File: src/rtl/dsi_cmd_line_parser.sv
// DSI command-mode line front end: extracts DCS memory-write lines (0x2C/0x3C),
// strips the DCS byte and re-packs pixels into aligned 32-bit words, tracks
// lines/frames, times the post-frame vblank window, decodes display on/off and
// pulses error flags on malformed traffic.
module dsi_cmd_line_parser #(
  parameter int unsigned X_RES      = 1080,
  parameter int unsigned Y_RES      = 2340,
  parameter int unsigned BPP        = 3,
  parameter logic [5:0]  DT_LONG    = 6'h39,
  parameter int unsigned VBLANK_DLY = 3000,
  parameter int unsigned VBLANK_LEN = 33
) (
  input  logic        clkrx,
  input  logic        reset,
  input  logic [23:0] rx_cmd,
  input  logic        rx_cmd_valid,
  input  logic [31:0] rx_payload,
  input  logic        rx_payload_valid,
  input  logic        rx_payload_valid_last,
  output logic [31:0] pix_data,
  output logic        pix_valid,
  output logic        pix_sof,
  output logic        pix_eol,
  output logic        pix_eof,
  output logic [15:0] line_cnt,
  output logic        frame_done,
  output logic        vblank,
  output logic        power_off,
  output logic        err_len,
  output logic        err_no_sof,
  output logic        err_short_frame
);

  localparam int unsigned LINE_BYTES = X_RES * BPP;
  localparam int unsigned WORDS      = LINE_BYTES / 4;
  localparam int unsigned WCW        = $clog2(WORDS + 1);
  localparam int unsigned VBW        = $clog2(VBLANK_DLY + VBLANK_LEN + 1);

  localparam logic [15:0]    WC        = 16'(LINE_BYTES + 1);
  localparam logic [15:0]    Y_LAST    = 16'(Y_RES);
  localparam logic [WCW-1:0] LAST_WORD = WCW'(WORDS - 1);
  localparam logic [VBW-1:0] VB_LO     = VBW'(VBLANK_DLY + 1);
  localparam logic [VBW-1:0] VB_HI     = VBW'(VBLANK_DLY + VBLANK_LEN);

  localparam logic [5:0] DT_DCS_SW    = 6'h05;
  localparam logic [7:0] DCS_WR_START = 8'h2C;
  localparam logic [7:0] DCS_WR_CONT  = 8'h3C;
  localparam logic [7:0] DCS_DISP_OFF = 8'h28;
  localparam logic [7:0] DCS_DISP_ON  = 8'h29;

  typedef enum logic [1:0] {IDLE, HDR, LINE, SKIP} state_t;

  state_t         state_q, state_d;
  logic [23:0]    hold_q, hold_d;
  logic [WCW-1:0] wcnt_q, wcnt_d;
  logic           sof_pend_q, sof_pend_d;
  logic [15:0]    line_cnt_q, line_cnt_d;
  logic [31:0]    pix_data_q, pix_data_d;
  logic           pix_valid_q, pix_valid_d;
  logic           pix_sof_q, pix_sof_d;
  logic           pix_eol_q, pix_eol_d;
  logic           pix_eof_q, pix_eof_d;
  logic           frame_done_q, frame_done_d;
  logic           power_off_q, power_off_d;
  logic           err_len_q, err_len_d;
  logic           err_no_sof_q, err_no_sof_d;
  logic           err_short_frame_q, err_short_frame_d;
  logic [VBW-1:0] vb_cnt_q, vb_cnt_d;
  logic           vblank_q, vblank_d;

  logic decode;
  logic line_go;
  logic pl_last;
  logic mid_frame;
  logic unused_vc;

  assign pl_last   = rx_payload_valid & rx_payload_valid_last;
  assign mid_frame = (line_cnt_q != '0) && (line_cnt_q < Y_LAST);
  assign unused_vc = &rx_cmd[7:6];

  // Header decode is shared: IDLE accepts headers, HDR/LINE abort on them.
  always_comb begin
    state_d           = state_q;
    hold_d            = hold_q;
    wcnt_d            = wcnt_q;
    sof_pend_d        = sof_pend_q;
    line_cnt_d        = line_cnt_q;
    power_off_d       = power_off_q;
    pix_data_d        = '0;
    pix_valid_d       = 1'b0;
    pix_sof_d         = 1'b0;
    pix_eol_d         = 1'b0;
    pix_eof_d         = 1'b0;
    frame_done_d      = 1'b0;
    err_len_d         = 1'b0;
    err_no_sof_d      = 1'b0;
    err_short_frame_d = 1'b0;
    decode            = 1'b0;
    line_go           = 1'b0;

    case (state_q)
      IDLE: decode = rx_cmd_valid;
      HDR: begin
        if (rx_cmd_valid) begin
          err_len_d = 1'b1;
          decode    = 1'b1;
        end else if (rx_payload_valid) begin
          hold_d = rx_payload[31:8];
          wcnt_d = '0;
          if (rx_payload[7:0] == DCS_WR_START) begin
            err_short_frame_d = mid_frame;
            line_cnt_d        = 16'd1;
            sof_pend_d        = 1'b1;
            line_go           = 1'b1;
          end else if ((rx_payload[7:0] == DCS_WR_CONT) && mid_frame) begin
            line_cnt_d = line_cnt_q + 16'd1;
            sof_pend_d = 1'b0;
            line_go    = 1'b1;
          end else begin
            err_no_sof_d = (rx_payload[7:0] == DCS_WR_CONT) && (line_cnt_q == '0);
          end
          if (line_go) begin
            if (pl_last) begin
              err_len_d = 1'b1;
              state_d   = IDLE;
            end else begin
              state_d = LINE;
            end
          end else begin
            state_d = pl_last ? IDLE : SKIP;
          end
        end
      end
      LINE: begin
        if (rx_cmd_valid) begin
          err_len_d = 1'b1;
          decode    = 1'b1;
        end else if (rx_payload_valid) begin
          pix_valid_d = 1'b1;
          pix_data_d  = {rx_payload[7:0], hold_q};
          pix_sof_d   = sof_pend_q;
          sof_pend_d  = 1'b0;
          hold_d      = rx_payload[31:8];
          wcnt_d      = wcnt_q + 1'b1;
          if (wcnt_q == LAST_WORD) begin
            pix_eol_d = 1'b1;
            if (line_cnt_q == Y_LAST) begin
              pix_eof_d    = 1'b1;
              frame_done_d = 1'b1;
              line_cnt_d   = '0;
            end
            state_d = pl_last ? IDLE : SKIP;
          end else if (pl_last) begin
            err_len_d = 1'b1;
            state_d   = IDLE;
          end
        end
      end
      SKIP: if (pl_last) state_d = IDLE;
      default: state_d = IDLE;
    endcase

    if (decode) begin
      state_d = IDLE;
      if ((rx_cmd[5:0] == DT_LONG) && (rx_cmd[23:8] == WC)) begin
        state_d = HDR;
      end else if (rx_cmd[3:0] > 4'h8) begin
        state_d = SKIP;
      end else if (rx_cmd[5:0] == DT_DCS_SW) begin
        if (rx_cmd[15:8] == DCS_DISP_OFF) power_off_d = 1'b1;
        else if (rx_cmd[15:8] == DCS_DISP_ON) power_off_d = 1'b0;
      end
    end
  end

  // A frame_done restarts the delay+window count from 1.
  always_comb begin
    if (frame_done_q) vb_cnt_d = VBW'(1);
    else if ((vb_cnt_q == '0) || (vb_cnt_q == VB_HI)) vb_cnt_d = '0;
    else vb_cnt_d = vb_cnt_q + 1'b1;
    vblank_d = (vb_cnt_d >= VB_LO) && (vb_cnt_d <= VB_HI);
  end

  always_ff @(posedge clkrx) begin
    if (reset) begin
      state_q           <= IDLE;
      hold_q            <= '0;
      wcnt_q            <= '0;
      sof_pend_q        <= 1'b0;
      line_cnt_q        <= '0;
      pix_data_q        <= '0;
      pix_valid_q       <= 1'b0;
      pix_sof_q         <= 1'b0;
      pix_eol_q         <= 1'b0;
      pix_eof_q         <= 1'b0;
      frame_done_q      <= 1'b0;
      power_off_q       <= 1'b0;
      err_len_q         <= 1'b0;
      err_no_sof_q      <= 1'b0;
      err_short_frame_q <= 1'b0;
      vb_cnt_q          <= '0;
      vblank_q          <= 1'b0;
    end else begin
      state_q           <= state_d;
      hold_q            <= hold_d;
      wcnt_q            <= wcnt_d;
      sof_pend_q        <= sof_pend_d;
      line_cnt_q        <= line_cnt_d;
      pix_data_q        <= pix_data_d;
      pix_valid_q       <= pix_valid_d;
      pix_sof_q         <= pix_sof_d;
      pix_eol_q         <= pix_eol_d;
      pix_eof_q         <= pix_eof_d;
      frame_done_q      <= frame_done_d;
      power_off_q       <= power_off_d;
      err_len_q         <= err_len_d;
      err_no_sof_q      <= err_no_sof_d;
      err_short_frame_q <= err_short_frame_d;
      vb_cnt_q          <= vb_cnt_d;
      vblank_q          <= vblank_d;
    end
  end

  assign pix_data        = pix_data_q;
  assign pix_valid       = pix_valid_q;
  assign pix_sof         = pix_sof_q;
  assign pix_eol         = pix_eol_q;
  assign pix_eof         = pix_eof_q;
  assign line_cnt        = line_cnt_q;
  assign frame_done      = frame_done_q;
  assign vblank          = vblank_q;
  assign power_off       = power_off_q;
  assign err_len         = err_len_q;
  assign err_no_sof      = err_no_sof_q;
  assign err_short_frame = err_short_frame_q;

endmodule

File: config.mk
export PLATFORM = sky130hd
export DESIGN_NAME = dsi_cmd_line_parser
export DESIGN_NICKNAME = d
export VERILOG_FILES = /design/src/rtl/dsi_cmd_line_parser.sv
export SDC_FILE = /design/constraint.sdc
export NUM_CORES = 1
export LEC_CHECK = 0
export BUFFER_PORTS_ARGS = -buffer_cell sky130_fd_sc_hd__buf_2
export CAP_MARGIN = 10
export CELL_PAD_IN_SITES_DETAIL_PLACEMENT = 1
export CELL_PAD_IN_SITES_GLOBAL_PLACEMENT = 2
export CORE_MARGIN = 2
export CORE_UTILIZATION = 28
export DETAILED_ROUTE_END_ITERATION = 16
export PLACE_DENSITY = 0.78
export SLEW_MARGIN = 20
export SYNTH_ARGS = -nofsm -noshare
export SYNTH_HDL_FRONTEND = slang
export SYNTH_SLANG_ARGS = --single-unit
File: constraint.sdc
create_clock -name clkrx -period 2.3 [get_ports clkrx]
set_clock_uncertainty 0.1 [all_clocks]
set_input_delay 0.345 -clock clkrx [delete_from_list [all_inputs] [get_ports clkrx]]
set_output_delay 0.345 -clock clkrx [all_outputs]
set_load 0.02 [all_outputs]
==> impl_metrics.tcl, run 1 <==
set metrics [dict create \
    synth-seq-cells 106 \
    worstPathCellList "inv_1, ha_1, nor4b_1, nand2_1, a2111oi_4, buf_4, or4b_4, a2111oi_4" \
    synth_warnings 0 \
    ctsHoldBuffers 0 \
    place_congestion 0.806 \
    grt_max_degree 35 \
    cpMaxStageDelayCell "or4b_4" \
    synth-async-reset-ratio 0 \
    diodes 0 \
    leakagePower_uw 0.00255 \
    worst-path-buf-inv 2 \
    core_area_um2 16500 \
    crit_top_cell "a2111oi_4" \
    most-common-layout-cells "buf_2 (116), dfxtp_1 (103), nand2_1 (63)" \
    syn_inst 531 \
    relSlewSlack 0.603 \
    avgSynthCellArea_um2 8.90 \
    critPathTopFamily "simple AND/OR/NAND/NOR gates" \
    clk_latency_ns 0.35 \
    gr-usage-all-layers 0.160 \
    status "finished clean" \
    portBuffers 116 \
    crit_path_start_kind "flop" \
    finalSetupViolations 0 \
    ys_types 66 \
    final_util 0.374 \
    criticalPathCategory "reg -> reg" \
    p_total_uw 4250 \
    hold_viol 0 \
    clockBufferDepth 2 \
    clk_pin_slew_ns 0.07 \
    clkSinkCount 106 \
    end_kind "flop" \
    synthFlopType "dfxtp_1" \
    io_pins 119 \
    fin_crit_sh 0.952 \
    cap_violations 0 \
    num_rows 47 \
    antenna_left 0 \
    start_util 0.286 \
    drive_above_1_share 0.302 \
    p_per_area_nw_per_um2 688 \
    final_common_cell "buf_2" \
    worstPathArrival_ns 2.34 \
    cts_root_buf "clkbuf_16" \
    rsz0062_at_grt "true" \
    post_drt_wl_per_cell_um 15.6 \
    synth-seq-area-share 0.449 \
    viasPerCell 4.88 \
    drc 0 \
    place_hpwl_um 10500 \
    crit_required_ns 2.45 \
    max_freq_mhz 457 \
    drt-total-wl_um 14000 \
    drtPass1Iterations 4 \
    cts_made_buffers 9 \
    synth_edf_count 0 \
    htreeDepth 3 \
    netlist_area_um2 4720 \
    grt_pass1_vias 4646 \
    drtIter0Drc 194 \
    final_max_slew_viol_count 0 \
    hp-class "in -> reg" \
    syn_nets 602 \
    period_minus_slack_ns 2.19 \
    antenna_found_initial 0 \
    synthToLayoutAreaGrowth_pct 30.9 \
    slowest_delay_ns 0.50 \
    num-nets-final 747 \
    cp_max_fo 8 \
    tightest_slew_ns 0.591 \
    dr_total_vias 4401 \
    peakVddDrop_mv 0.346 \
    grt_pass1_wl_um 23100 \
    die_h_um 134 \
    overflow 0 \
    die_x_um 134 \
    dieArea_um2 17900 \
    cts_tree "done" \
]
-- synthesized netlist by cell type (all sizes together), types with 11 or more instances --
cell type	instances	area [um2]
nand2	63	236
and2	36	225
xor2	11	96.3
a21oi	30	154
dfxtp	106	2120
inv	22	82.6
clkbuf	18	67.6
nand2b	13	81.3
a211oi	13	115
nand4	17	106
nor3	11	55.1
nor2	42	158
nand3	14	75.1
-- worst paths after layout --
| kind | startpoint | endpoint | slack (ns) | depth (start not counted) |
|---|---|---|---|---|
| max reg2reg | vb_cnt_q[0] | vblank | 0.11 | 8 |
| min | rx_payload[3] | pix_data[27] | 0.11 | 2 |
| min reg2reg | hold_q[11] | hold_q[11] | 0.35 | 2 |
| max | vb_cnt_q[0] | vblank | 0.11 | 8 |
-- worst reg2reg max path: stages, from the launching register on --
cell       delay [ns]
dfxtp_4          0.40
inv_1            0.07
ha_1             0.21
nor4b_1          0.14
nand2_1          0.13
a2111oi_4        0.10
buf_4            0.16
or4b_4           0.50
a2111oi_4        0.28
-- repair_timing --
| item | 4_1_cts | 5_1_grt |
|---|---|---|
| resized for setup | 4 | 10 |
| pin swaps | 0 | 1 |
| setup endpoints to repair | 16 | 21 |
| buffers inserted | 0 | 1 |
-- state kept, by name, summed over array words and instances (netlist names), 2 cells and up --
signal    flops
pix_data     32
state_q       2
line_cnt     16
hold_q       24
wcnt_q       10
vb_cnt_q     12
-- report_power, final --
| group | switching, uW | internal, uW |
|---|---|---|
| combinational | 395 | 273 |
| sequential | 35.4 | 1890 |
| clock | 754 | 902 |
| total | 1180 | 3070 |
-- cells by family (layout without fill, tap and decap cells) --
kind of cell,Yosys count,count (layout),synth area share
and+or+nand+nor,258,258,0.309
DFF,106,106,0.449
AOI/OAI and AO/OA,90,90,0.134
buffers and inverters,48,198,0.0464
xor gates and xnor gates,18,18,0.0334
adders and majority gates,10,10,0.0265
muxes,1,1,0.00212
-- final cells by class --
cell class / instances / area [um2]
clock buffer: 10 / 239
multi-input combinational: 377 / 2440
inverter: 22 / 82.6
clock inverter: 6 / 83.8
tap: 220 / 275
timing repair buffer: 160 / 936
sequential: 106 / 2130
fill: 1964 / 10300
-- routing by layer --
| metal | part of all wire | vias up | GRT usage |
|---|---|---|---|
| met5 | 0 | - | 0 |
| met4 | 0.011 | 0 | 0.0508 |
| met3 | 0.040 | 12 | 0.0257 |
| met2 | 0.50 | 97 | 0.280 |
| met1 | 0.45 | 2131 | 0.202 |
| li1 | - | 2161 | - |
-- per-stage QoR --
step	setup TNS, ns	setup slack [ns]	hold WS, ns	area [um2]	cells
finish	0	0.111	0.113	6180	901
floorplan	0	0.202	0.330	4720	531
detailed placement	-0.834	-0.168	0.342	5790	884
global placement	-0.168	-0.0732	0.335	5790	884
CTS	0	0.0473	0.102	6130	900
global route	-0.0458	-0.0458	0.119	6180	901
No activity file was read; power rests on OpenSTA's default activity.
==> run 2, diff against run 1 <==
==> constraint.sdc (replaced) <==
create_clock -name clkrx -period 2.3 [get_ports clkrx]
set_clock_uncertainty 0.1 [all_clocks]
set_input_delay 0.575 -clock clkrx [delete_from_list [all_inputs] [get_ports clkrx]]
set_output_delay 0.575 -clock clkrx [all_outputs]
set_load 0.02 [all_outputs]
==> run 2 against run 1 <==
Clock power is 5% lower. Count of clock-buffer cells in the layout is 1 lower. Register-to-register slack hardly changed. Critical path depth stayed put. Largest power group unchanged. Sequential share of layout area is 0.51 points lower. Highest routed layer unchanged. Largest cell class unchanged. Global-route usage is 0.44 points lower. Maximum frequency hardly changed. Combinational power is 5.4% higher. Design area is 1.4% higher.
==> impl_metrics.tcl, run 2 (synthesis gave the netlist of run 1 again) <==
set metrics [dict create \
    synthToLayoutAreaGrowth_pct 32.8 \
    hp-class "in -> reg" \
    slowest_delay_ns 0.54 \
    fin_crit_sh 0.953 \
    num_rows 47 \
    placed_cells 895 \
    peakVddDrop_mv 0.357 \
    final_common_cell "buf_2" \
    clockBufferDepth 2 \
    multiInputGateArea_um2 2430 \
    max_freq_mhz 456 \
    grt_max_degree 35 \
    drtIter0Drc 172 \
    hold_start "rx_payload[2]" \
    cts_root_buf "clkbuf_16" \
    die_h_um 134 \
    grt_pass1_vias 4592 \
    io_pins 119 \
    p_per_area_nw_per_um2 670 \
    rr_startpoint "line_cnt[1]" \
    end_kind "flop" \
    dr_total_vias 4417 \
    gr-usage-all-layers 0.156 \
    comb_power_share 0.167 \
    crit_path_start_kind "flop" \
    clk_pin_slew_ns 0.08 \
    power_frac_seq 0.459 \
    grt_pass1_wl_um 22500 \
    cap_violations 0 \
    viasPerCell 4.85 \
    instances_no_fill 911 \
    clk_latency_ns 0.36 \
    tightest_slew_ns 0.386 \
    relSlewSlack 0.739 \
    seq_area_um2 2130 \
    leakagePower_uw 0.00259 \
    fillers 1977 \
    post_drt_wl_per_cell_um 15.1 \
    overflow 0 \
    most-common-layout-cells "buf_2 (116), dfxtp_1 (102), nand2_1 (63)" \
    cts_made_buffers 9 \
    hold_viol 0 \
    switching_share 0.295 \
    status "finished clean" \
    htreeDepth 3 \
    criticalPathCategory "reg -> reg" \
    cp_max_fo 5 \
    num-nets-final 757 \
    worstPathArrival_ns 2.37 \
    internal_power_uw 2960 \
    clkSinkCount 106 \
    crit_start "line_cnt[1]" \
    holdWs_ns 0.337 \
    dieArea_um2 17900 \
    place_congestion 0.803 \
    core_area_um2 16500 \
    pwr-share-clk 0.373 \
    start_util 0.286 \
    worst-path-buf-inv 2 \
    drive_above_1_share 0.314 \
    drtPass1Iterations 4 \
    place_hpwl_um 10400 \
    antenna_left 0 \
    portBuffers 116 \
    p_sw_uw 1240 \
    critPathTopFamily "simple AND/OR/NAND/NOR gates" \
    final_max_slew_viol_count 0 \
    largest_register_ffs 32 \
    antenna_found_initial 0 \
    drc 0 \
    crit_required_ns 2.48 \
    period_minus_slack_ns 2.19 \
    cpMaxStageDelayCell "or4b_1" \
    diodes 0 \
    finalSetupViolations 0 \
    drt-total-wl_um 13800 \
    worstPathCellList "inv_1, ha_1, nor3b_4, and4_2, nor4_4, buf_4, or4b_1, a211oi_2" \
    die_x_um 134 \
    cts_tree "done" \
]
## run 2: metrics by stage
step	setup TNS (ns)	utilization	worst slack, ns	power (uW)	area (um2)
after global placement	-2.78	0.358	-0.243	2640	5910
after CTS	0	0.376	0.0281	4250	6220
after detailed placement	-3.12	0.358	-0.330	2660	5910
final	0	0.380	0.109	4200	6270
after global routing	-0.00878	0.380	-0.00878	4410	6270
after floorplan	0	-	0.0850	2340	4720
## run 2: layout make-up
cell class	count	share of cell area
flip-flops and latches	106	0.339
clock buffers	9	0.0359
inverters	22	0.0132
well taps	220	0.0439
repair buffers	170	0.167
clock inverters	7	0.0128
multi-input cells	377	0.388
## run 2: what timing repair did
item                       CTS  global route
setup endpoints to repair    4            21
gates resized for setup      1            13
hold buffers                 0             0
setup buffers                0             0
## run 2: power groups by stage
stage          Clock, uW  Combinational [uW]  Sequential, uW
3_5_place_dp           0                 691            1970
4_1_cts             1630                 694            1930
3_3_place_gp           0                 672            1970
6_report            1570                 704            1930
5_1_grt             1700                 773            1940
2_1_floorplan          0                 367            1970
## run 2: final timing paths
check                  to  cells after the start  slack (ns)
min reg2reg     hold_q[9]                      2        0.35
max reg2reg    state_q[0]                      8        0.11
max            state_q[0]                      8        0.11
min          pix_data[26]                      2        0.34
## run 2: metal layers
layer  wire, um  vias up  track usage
met5          0        -            0
met3        612       14       0.0348
met1       6420     2117        0.197
met4        198        0       0.0550
met2       6560       99        0.261
li1           -     2187            -
